`config.mk`:
```
export PLATFORM = sky130hd
export DESIGN_NAME = branch_predictor
export DESIGN_NICKNAME = d
export VERILOG_FILES = /design/src/rtl/branch_predictor.sv
export SDC_FILE = /design/constraint.sdc
export NUM_CORES = 1
export LEC_CHECK = 0
export CAP_MARGIN = 20
export CORE_ASPECT_RATIO = 2
export CORE_MARGIN = 5
export CORE_UTILIZATION = 55
export CTS_CLUSTER_SIZE = 40
export DETAILED_ROUTE_END_ITERATION = 10
export HOLD_SLACK_MARGIN = 0.06
export PLACE_DENSITY = 0.76
export SLEW_MARGIN = 30
export SYNTH_ARGS = -nofsm -noshare
export SYNTH_HDL_FRONTEND = slang
export SYNTH_SLANG_ARGS = --single-unit
```
`constraint.sdc`:
```
create_clock -name clk -period 5.4 [get_ports clk]
set_input_delay 1.08 -clock clk [delete_from_list [all_inputs] [get_ports clk]]
set_output_delay 1.08 -clock clk [all_outputs]
set_load 0.01 [all_outputs]
```
`src/rtl/branch_predictor.sv`:
```
// Direct-mapped branch target buffer with 2-bit saturating counters and execute-stage mispredict detection.
// Optional statistics counters are enabled with the BRANCH_PRED_STATS_EN macro.
module branch_predictor #(
  parameter int unsigned INDEX_BITS = 4
) (
  input  logic        clk,
  input  logic        reset,
  input  logic [31:0] pc_f,
  output logic        pred_taken_f,
  output logic [31:0] pred_target_f,
  input  logic        upd_en_e,
  input  logic [31:0] pc_e,
  input  logic        taken_e,
  input  logic [31:0] target_e,
  input  logic        pred_taken_e,
  output logic        mispredict_e,
  output logic [31:0] redirect_pc_e
`ifdef BRANCH_PRED_STATS_EN
  ,
  output logic [31:0] br_count,
  output logic [31:0] mispred_count
`endif
);

  localparam int unsigned ENTRIES  = 1 << INDEX_BITS;
  localparam int unsigned TAG_BITS = 32 - INDEX_BITS - 2;

  logic [ENTRIES-1:0]  valid_q;
  logic [TAG_BITS-1:0] tag_q    [ENTRIES];
  logic [31:0]         target_q [ENTRIES];
  logic [1:0]          ctr_q    [ENTRIES];

  logic [INDEX_BITS-1:0] f_idx;
  logic [TAG_BITS-1:0]   f_tag;
  logic [INDEX_BITS-1:0] e_idx;
  logic [TAG_BITS-1:0]   e_tag;
  logic                  e_hit;
  logic [1:0]            e_ctr_next;
  logic                  unused_pc_bits;

  assign f_idx = pc_f[INDEX_BITS+1:2];
  assign f_tag = pc_f[31:INDEX_BITS+2];
  assign e_idx = pc_e[INDEX_BITS+1:2];
  assign e_tag = pc_e[31:INDEX_BITS+2];

  // Byte-offset bits never participate in indexing or tagging.
  assign unused_pc_bits = ^{pc_f[1:0], pc_e[1:0]};

  // Fetch lookup sees pre-update table contents; no bypass from execute.
  always_comb begin
    pred_taken_f  = valid_q[f_idx] & (tag_q[f_idx] == f_tag) & ctr_q[f_idx][1];
    pred_target_f = pred_taken_f ? target_q[f_idx] : pc_f + 32'd4;
  end

  always_comb begin
    mispredict_e  = upd_en_e & (taken_e != pred_taken_e);
    redirect_pc_e = taken_e ? target_e : pc_e + 32'd4;
  end

  // Saturating counter step for an update hit.
  always_comb begin
    e_hit      = valid_q[e_idx] & (tag_q[e_idx] == e_tag);
    e_ctr_next = ctr_q[e_idx];
    if (taken_e) begin
      if (ctr_q[e_idx] != 2'b11) e_ctr_next = ctr_q[e_idx] + 2'd1;
    end else begin
      if (ctr_q[e_idx] != 2'b00) e_ctr_next = ctr_q[e_idx] - 2'd1;
    end
  end

  always_ff @(posedge clk) begin
    if (!reset) begin
      valid_q <= '0;
      for (int unsigned i = 0; i < ENTRIES; i++) begin
        ctr_q[INDEX_BITS'(i)] <= 2'b01;
      end
    end else if (upd_en_e) begin
      if (e_hit) begin
        ctr_q[e_idx] <= e_ctr_next;
      end else if (taken_e) begin
        valid_q[e_idx] <= 1'b1;
        ctr_q[e_idx]   <= 2'b10;
      end
    end
  end

  // Tag/target need no reset; they are only meaningful behind a valid bit.
  always_ff @(posedge clk) begin
    if (reset && upd_en_e && taken_e) begin
      tag_q[e_idx]    <= e_tag;
      target_q[e_idx] <= target_e;
    end
  end

`ifdef BRANCH_PRED_STATS_EN
  always_ff @(posedge clk) begin
    if (!reset) begin
      br_count      <= '0;
      mispred_count <= '0;
    end else begin
      if (upd_en_e)     br_count      <= br_count + 32'd1;
      if (mispredict_e) mispred_count <= mispred_count + 32'd1;
    end
  end
`endif

endmodule

```
## After elaboration in Yosys (flattened, before gate mapping)

Memory sizes are Yosys's and may differ from the RTL's.
Cells that the tools add are included.

- Flip-flop bits (word level): 16
- Latch bits: 0
- Memory bits (writable): 960
- ROM bits: 0
- Memories kept: 3

- Add/sub/neg operators: 4
- Multipliers: 0
- Divide/modulo/power cells: 0
- Order comparisons: 3
- Eq/ne operators: 4
- Shifts and indexed selects: 0
- Mux-type cells: 27
- Bitwise gates (word level): 7
- Reductions and logical operators: 6

Memory list:

| name | depth | width | rd ports | clocked after memory_dff | write ports | line | RTL |
|---|---|---|---|---|---|---|---|
| target_q | 16 | 32 | 1 | 0 | 1 | 30 | `logic [31:0] target_q [ENTRIES];` |
| tag_q | 16 | 26 | 2 | 0 | 1 | 29 | `logic [TAG_BITS-1:0] tag_q [ENTRIES];` |
| ctr_q | 16 | 2 | 2 | 0 | 16 | 31 | `logic [1:0] ctr_q [ENTRIES];` |

Operators with widths:

| cell | count |
|---|---|
| adder 32 x 3 -> 32 bit, second input constant | 2 |
| 2-to-1 mux 32 bit | 2 |
| == test 26 bit | 2 |
| 2-to-1 mux 1 bit | 16 |
| OR 16 bit | 1 |
| < comparator 4 x 5 -> 1 bit, second input constant | 2 |
| 2-to-1 mux 2 bit | 5 |
| binary-select mux 1 bit (select 4 bit) | 2 |
| AND 1 bit | 4 |
| demux 1 bit (select 4 bit) | 1 |
| greater-or-equal comparator 4 x 1 -> 1 bit, second input constant | 1 |
| 2-to-1 mux 4 bit | 1 |
| logical AND 1 bit | 3 |
| AND reduction 3 bit | 1 |
| adder 2 x 1 -> 2 bit, second input constant | 1 |
| inequality test 2 bit, second input constant | 1 |
| nonzero test 2 bit | 1 |
| OR reduction 2 bit | 1 |
| subtractor 2 x 1 -> 2 bit, second input constant | 1 |
| inequality test 1 bit | 1 |
| NOT 1 bit | 1 |
| OR 1 bit | 1 |

## Logic depth before layout (Yosys ltp)

Gate-level depths: netlist of the first run.

- Depth after elaboration: 10
- Gate-level depth with buffers: 16
- Gate-level depth less buffers: 10

## Worst setup path after synthesis of the first run

OpenSTA, ideal clock, no wires.

- Path kind: in2reg
- Start point: input pc_e[2]
- End point: memory tag_q[0][0] (netlist bit), enable pin
- Data arrival time: 5.296 ns
- Data required time: 4.924 ns
- Path slack: -0.372 ns
- Cell stages on the path: 12
- Buffers on the path: 8
- Cell sequence: buf_4 buf_6 buf_4 buf_6 buf_6 buf_6 buf_4 inv_1 ha_1 clkbuf_1 nand2_1 nor2_1

RTL lines:

| what | line | RTL |
|---|---|---|
| from (decl) | 12 | `input logic [31:0] pc_e,` |
| to (decl) | 29 |  |

Straight into the memory's write port.

## Final worst setup path of the first run

- Start point: input pc_f[2]
- End point: output pred_target_f[3]

- Word-level cells in the longest chain between the ends: 5
- Elaborated cells on any way between the ends: 10
- Those cells by class: 1 x add/sub; 1 x eq/ne; 3 x mux; 2 x bitwise; 3 x memory

Ends and longest elaborated chain:

| what | line | RTL |
|---|---|---|
| from (decl) | 8 | `input logic [31:0] pc_f,` |
| memory (16 x 26 bit) or binary-select mux 1 bit (select 4 bit) (tied branches) | n/a |  |
| == test 26 bit or 2-to-1 mux 1 bit (tied branches) | 51 | `pred_taken_f = valid_q[f_idx] & (tag_q[f_idx] == f_tag) & ctr_q[f_idx][1];` |
| AND 1 bit (2 in a row) | 51 |  |
| 2-to-1 mux 32 bit (*) | 52 | `pred_target_f = pred_taken_f ? target_q[f_idx] : pc_f + 32'd4;` |
| to (decl) | 10 | `output logic [31:0] pred_target_f,` |

Mark *: on every way between the ends. The rest lies on a longest branch, timed or not. The select of a mux whose other input is x is not followed.

==> impl_metrics.yaml, run 1 <==
run_status:
  status: "finished with violations"
  violations: "setup timing"
clock_network:
  clk-insertion-delay-late_ns: 0.66
  max-clock-path-buffers: 3
  htreeDepth: 3
  numClockSinks: 976
  cts-buffers-inserted: 81
  cts-root-buf: "clkbuf_16"
  cts.clk_slew.worst_paths_ns: 0.07
  holdBufCountCts: 0
  tritoncts: "built"
run:
  maxCapViolCount: 0
placement:
  port_buffers: 166
  placed_cells: 3534
  hpwl_mm: 83.3
  place_area_um2: 47900
  gp_congestion: 0.954
  post-place-ws_ns: -0.781
critical_path:
  crit_chain: "buf_16, buf_16, buf_16, mux4_2, mux4_2, xnor2_2, buf_4, nand4_1, nor4_4, buf_6, buf_12, mux2_4, buf_6"
  worstPathRequired_ns: 4.32
  cp_data_arrival_time_ns: 4.40
  crit_path_start: "pc_f[2]"
  crit_slowest_cell: "mux4_2"
  critPathMostFrequentCell: "buf_16"
  crit_path_start_kind: "input pin"
  cp-end-kind: "output port"
  worst_r2r_startpoint: "tag_q[15][10]$_DFFE_PP_"
  slowest_delay_ns: 0.56
  cp_max_fo: 7
  path_class: "in -> out"
sta:
  period_minus_slack_ns: 5.48
  max_freq_mhz: 183
  setup_ws_ns: -0.0757
  hold_violations: 0
  fin_crit_sh_pct: 101
  setup_viol: 12
  fin_worst_skew_ns: 0.0124
  grt_setup_unrepaired: "true"
  slew_headroom_pct: 39.2
  tightest_slew_ns: 0.910
  drv_slew: 0
floorplanning:
  die_h_um: 406
  num_rows: 145
  dieArea_um2: 84500
  core_um2: 78000
  die_w_um: 208
  start_util_pct: 55.3
  io_pins: 167
route:
  firstDrtPassIters: 5
  post-route-drc-count: 0
  drt_iter0_drc: 3654
  viasPerCell: 6.91
  routedWlPerCell_um: 35.7
  postRouteWirelength_mm: 134
  ant_nets: 0
  num_vias: 25842
yosys:
  seq_area_frac_synth_pct: 67.6
  postSynth.asyncResetShare_pct: 0
  synth_cell_types: 57
  synth_top_area_share_pct: 66.8
  avgSynthCellArea_um2: 19.4
  synthCells: 2225
  synth_fp_nets: 2331
  synth_top_area_cell: "edfxtp_1"
  netlist_area_um2: 43100
  synthTopCellsByArea: "edfxtp_1 (67%), mux4_2 (20%), mux2i_1 (1.6%), xnor2_1 (1.5%), nand2_1 (1.2%)"
  ys_ff_latch: 976
  synth_warnings: 0
  synth_edf_count: 960
  synth_top_flop_cell: "edfxtp_1"
finish:
  area_growth_pct: 19.8
  fin_nets: 2745
  fin_cells: 3742
  fin_area_um2: 51700
  fin_util_pct: 66.2
  nFillCells: 5040
  layout-drive-gt1-share_pct: 34.9
global_route:
  grt_use_total_pct: 31.2
  grt_overflow_total: 0
  grt_pass1_vias: 26521
  grt_pass1_wl_mm: 188
  grt_start_max_net_pins: 69
  antenna_found_initial: 13
hold_path:
  hp-start: "valid_q[2]$_SDFFE_PN0P_"
  hp-class: "reg -> reg"
power:
  p_leak_nw: 16.9
  power_per_cell_area_nw_per_um2: 313
  peakVddDrop_uv: 441
  p_total_mw: 16.2
[worst paths after layout]
kind | endpoint | slack, ns | cells past startpoint
worst max-delay path | pred_target_f[3] | -0.08 | 13
worst min-delay path | valid_q[2]$_SDFFE_PN0P_ | 0.49 | 2
worst max register to register | ctr_q[7][0]$_SDFFCE_PN1P_ | 1.15 | 12
worst min register to register | valid_q[2]$_SDFFE_PN0P_ | 0.49 | 2
[critical path, delay by kind of cell]
| family | cells | cell delay, ns |
|---|---|---|
| xor gates and xnor gates | 1 | 0.18 |
| and+or+nand+nor | 2 | 0.61 |
| muxes | 3 | 1.43 |
| buffers and inverters | 7 | 1.07 |
[cell type report]
cell class	count	area, um2	area share, %
diodes	6	15.0	0.0291
clock buffers	93	2140	4.13
clock inverters	58	674	1.31
inverters	8	30.0	0.0581
multi-input cells	1088	13600	26.3
flip-flops and latches	976	29100	56.4
well taps	1029	1290	2.49
repair buffers	484	4800	9.29
[stage by stage]
step	TNS [ns]	hold WS, ns
CTS	-0.840	0.484
detailed placement	-29.21	0.475
finish	-0.375	0.490
floorplan	0	0.441
global placement	-26.05	0.472
global route	-1.62	0.526
[Yosys cell counts, types with 3 or more instances]
master and number:
a21oi_1 4, a221oi_1 9, a22o_1 13, a22oi_1 22, a2bb2oi_1 12, and2_1 5, and3_1 17, and4_1 3
buf_1 25, buf_2 34, buf_4 10, buf_6 8, clkbuf_1 76, dfxtp_1 16, edfxtp_1 960, ha_1 5
inv_1 7, mux2_2 11, mux2i_1 70, mux4_2 381, nand2_1 137, nand2b_1 8, nand3_1 44, nand4_1 21
nand4b_1 3, nor2_1 44, nor2b_1 9, nor3_1 15, nor3b_1 3, o211ai_1 4, o21ai_0 86, o31ai_1 13
xnor2_1 75, xor2_1 45
[registers in the layout, indices dropped and copies added, names as in the netlist]
name,count
target_q,512
ctr_q,32
valid_q,16
tag_q,416
[timing repair]
item,4_1_cts,5_1_grt
gates cloned,7,6
pin swaps,6,4
setup buffers,12,26
setup endpoints to repair,36,42
gates resized for setup,178,83
[layout by cell type, fill, tap and decap left out, drive strengths merged, types with 45 or more instances in the layout]
cell type	n
o21ai	87
nand2	137
clkbuf	100
clkdlybuf4s50	121
xnor2	75
mux2i	70
edfxtp	960
xor2	45
mux4	381
buf	351
[cells by family after synthesis]
group                      share of synthesized area (%)
buffers and inverters                               1.73
AOI/OAI and AO/OA                                   2.77
muxes                                               21.8
xor gates and xnor gates                            2.44
adders and majority gates                          0.145
DFF                                                 67.6
and+or+nand+nor                                     3.54
[where the power goes]
part / switching, mW / leakage, nW / internal, mW
sequential: 0.0284 / 8.79 / 8.38
clock: 2.77 / 1.37 / 3.46
combinational: 0.819 / 6.70 / 0.694
[per-layer routing]
metal  wire length, um  track usage (%)  vias up
li1                  -                -    10111
met1             42200             37.3    13239
met2             67500             53.0     1992
met3             14100             6.19      488
met4              9780             18.5       12
met5                80                0        -
(Power assumes the default switching activity.)
==> inputs of run 2 (changes only) <==
CTS_BUF_LIST = sky130_fd_sc_hd__clkbuf_16   (was default)
==> impl_metrics.yaml, run 2 (synthesis gave the netlist of run 1 again) <==
run_status:
  status: "finished with violations"
  violations: "setup timing"
critical_path:
  crit_chain: "buf_16, buf_16, buf_16, mux4_2, mux4_2, xnor2_2, buf_4, nand4_1, nor4_4, buf_6, buf_12, mux2_4, buf_6"
  worst-path-buf-inv: 7
  crit_slowest_cell: "mux4_2"
  slowest_delay_ns: 0.56
  worst_r2r_startpoint: "tag_q[15][10]$_DFFE_PP_"
  path_class: "in -> out"
  cp_top_family: "multiplexers"
  cp_max_fo: 7
  cp-end-kind: "output port"
  critPathMostFrequentCell: "buf_16"
  cp_data_arrival_time_ns: 4.40
  reg2reg_slack_ns: 1.10
  rr_endpoint: "ctr_q[6][0]$_SDFFCE_PN1P_"
  crit_path_start_kind: "input pin"
  reg2reg_depth: 12
  worstPathRequired_ns: 4.32
route:
  ant_nets: 0
  met3WireLength_mm: 14.2
  viasPerCell: 6.93
  top_layer: "met5"
  routedWlPerCell_um: 35.8
  num_vias: 25921
  dr_wl_met2_mm: 67.5
  firstDrtPassIters: 6
  drt_iter0_drc: 3641
  wl_met1_mm: 42.3
  post-route-drc-count: 0
  postRouteWirelength_mm: 134
finish:
  fin_util_pct: 66.2
  regMostFlops: "target_q"
  most-common-layout-cells: "edfxtp_1 (960), mux4_2 (381), buf_4 (254)"
  fin_nets: 2745
  seqCellArea_um2: 29100
  multi_input_area_um2: 13600
  area_growth_pct: 19.8
  final_common_cell: "edfxtp_1"
  reg_top3: "target_q (512), tag_q (416), ctr_q (32)"
  layout-drive-gt1-share_pct: 34.9
  largest_reg_flops: 512
  nFillCells: 5040
global_route:
  grt_use_total_pct: 31.2
  antenna_found_initial: 13
  grt_pass1_wl_mm: 188
  grt_overflow_total: 0
  grt_pass1_vias: 26521
  grt_start_max_net_pins: 69
floorplanning:
  num_rows: 145
  dieArea_um2: 84500
  die_w_um: 208
  io_pins: 167
  start_util_pct: 55.3
  core_um2: 78000
  die_h_um: 406
clock_network:
  cts-root-buf: "clkbuf_16"
  holdBufCountCts: 0
  clk-insertion-delay-late_ns: 0.67
  tritoncts: "built"
  htreeDepth: 3
  cts.clk_slew.worst_paths_ns: 0.07
  numClockSinks: 976
  cts-buffers-inserted: 81
  max-clock-path-buffers: 3
sta:
  fin_worst_skew_ns: 0.0151
  grt_setup_unrepaired: "true"
  fin_crit_sh_pct: 102
  max_freq_mhz: 182
  slew_headroom_pct: 39.2
  period_minus_slack_ns: 5.48
  hold_violations: 0
  drv_slew: 0
  setup_viol: 12
  setup_ws_ns: -0.0850
  setup_tns_ns: -0.476
  tightest_slew_ns: 0.909
placement:
  gp_congestion: 0.954
  port_buffers: 166
  hpwl_mm: 83.3
hold_path:
  whs_path_depth: 2
  hp-class: "reg -> reg"
  hp-start: "valid_q[2]$_SDFFE_PN0P_"
  holdPathEnd: "valid_q[2]$_SDFFE_PN0P_"
power:
  peakVddDrop_uv: 440
  power_per_cell_area_nw_per_um2: 313
  p_leak_nw: 16.9
run:
  maxCapViolCount: 0
==> run 2: cell types whose count changed in the layout (fill, tap and decap cells not counted) <==
cell and change:
clkbuf_1 -9, diode_2 -1, inv_1 +9
==> run 2: layout make-up <==
type / instances / area share, %
clock inverters: 67 / 1.37
well taps: 1029 / 2.49
repair buffers: 484 / 9.29
clock buffers: 84 / 4.07
multi-input cells: 1088 / 26.3
inverters: 8 / 0.0581
diodes: 5 / 0.0242
flip-flops and latches: 976 / 56.4
==> run 2: what timing repair did <==
item,in CTS,in global routing
buffers inserted,12,26
endpoints found under the setup margin,36,42
gates resized for setup,178,83
pin swaps,6,4
cloned,7,6
==> run 2: per-layer routing <==
| metal | vias up | global-route usage (%) |
|---|---|---|
| met5 | - | 0 |
| met4 | 12 | 18.5 |
| met3 | 486 | 6.19 |
| met2 | 2020 | 53.0 |
| met1 | 13289 | 37.3 |
| li1 | 10114 | - |
==> run 2: through the flow <==
stage | setup WS [ns] | hold slack, ns | total power, mW | area (um2) | std cells
CTS | -0.0997 | 0.484 | 16.1 | 51000 | 3704
floorplan | 0.000636 | 0.441 | 9.29 | 43100 | 2225
global route | -0.117 | 0.526 | 16.6 | 51700 | 3738
detailed placement | -0.781 | 0.475 | 10.0 | 47900 | 3534
finish | -0.0850 | 0.490 | 16.1 | 51700 | 3741
global placement | -0.739 | 0.472 | 9.98 | 47900 | 3534
==> run 2: power breakdown <==
| group | total [mW] | switching [mW] | internal, mW |
|---|---|---|---|
| sequential | 8.40 | 0.0286 | 8.38 |
| clock | 6.23 | 2.79 | 3.44 |
| combinational | 1.51 | 0.819 | 0.694 |
==> run 2: how the worst max path moves through the flow <==
stage	from	endpoint	slack [ns]	cells past startpoint
final	pc_f[2]	pred_target_f[1]	-0.08	13
after global routing	pc_f[2]	pred_target_f[0]	-0.12	13
after CTS	pc_f[2]	pred_target_f[20]	-0.1	13
after detailed placement	pc_f[2]	pred_target_f[12]	-0.78	13
after global placement	pc_f[2]	pred_target_f[30]	-0.74	13
after floorplan	pc_f[3]	pred_target_f[1]	0.0006	11
==> run 2: worst reg2reg max path: stages, from the launching register on <==
cell	delay (ns)
edfxtp_1	0.39
mux4_2	0.47
a22oi_1	0.39
a21oi_1	0.13
nor4_1	0.25
buf_4	0.17
o2111ai_1	0.17
buf_4	0.20
or4_1	0.62
buf_4	0.21
nor3_4	0.29
nor2_2	0.21
o21ai_0	0.45
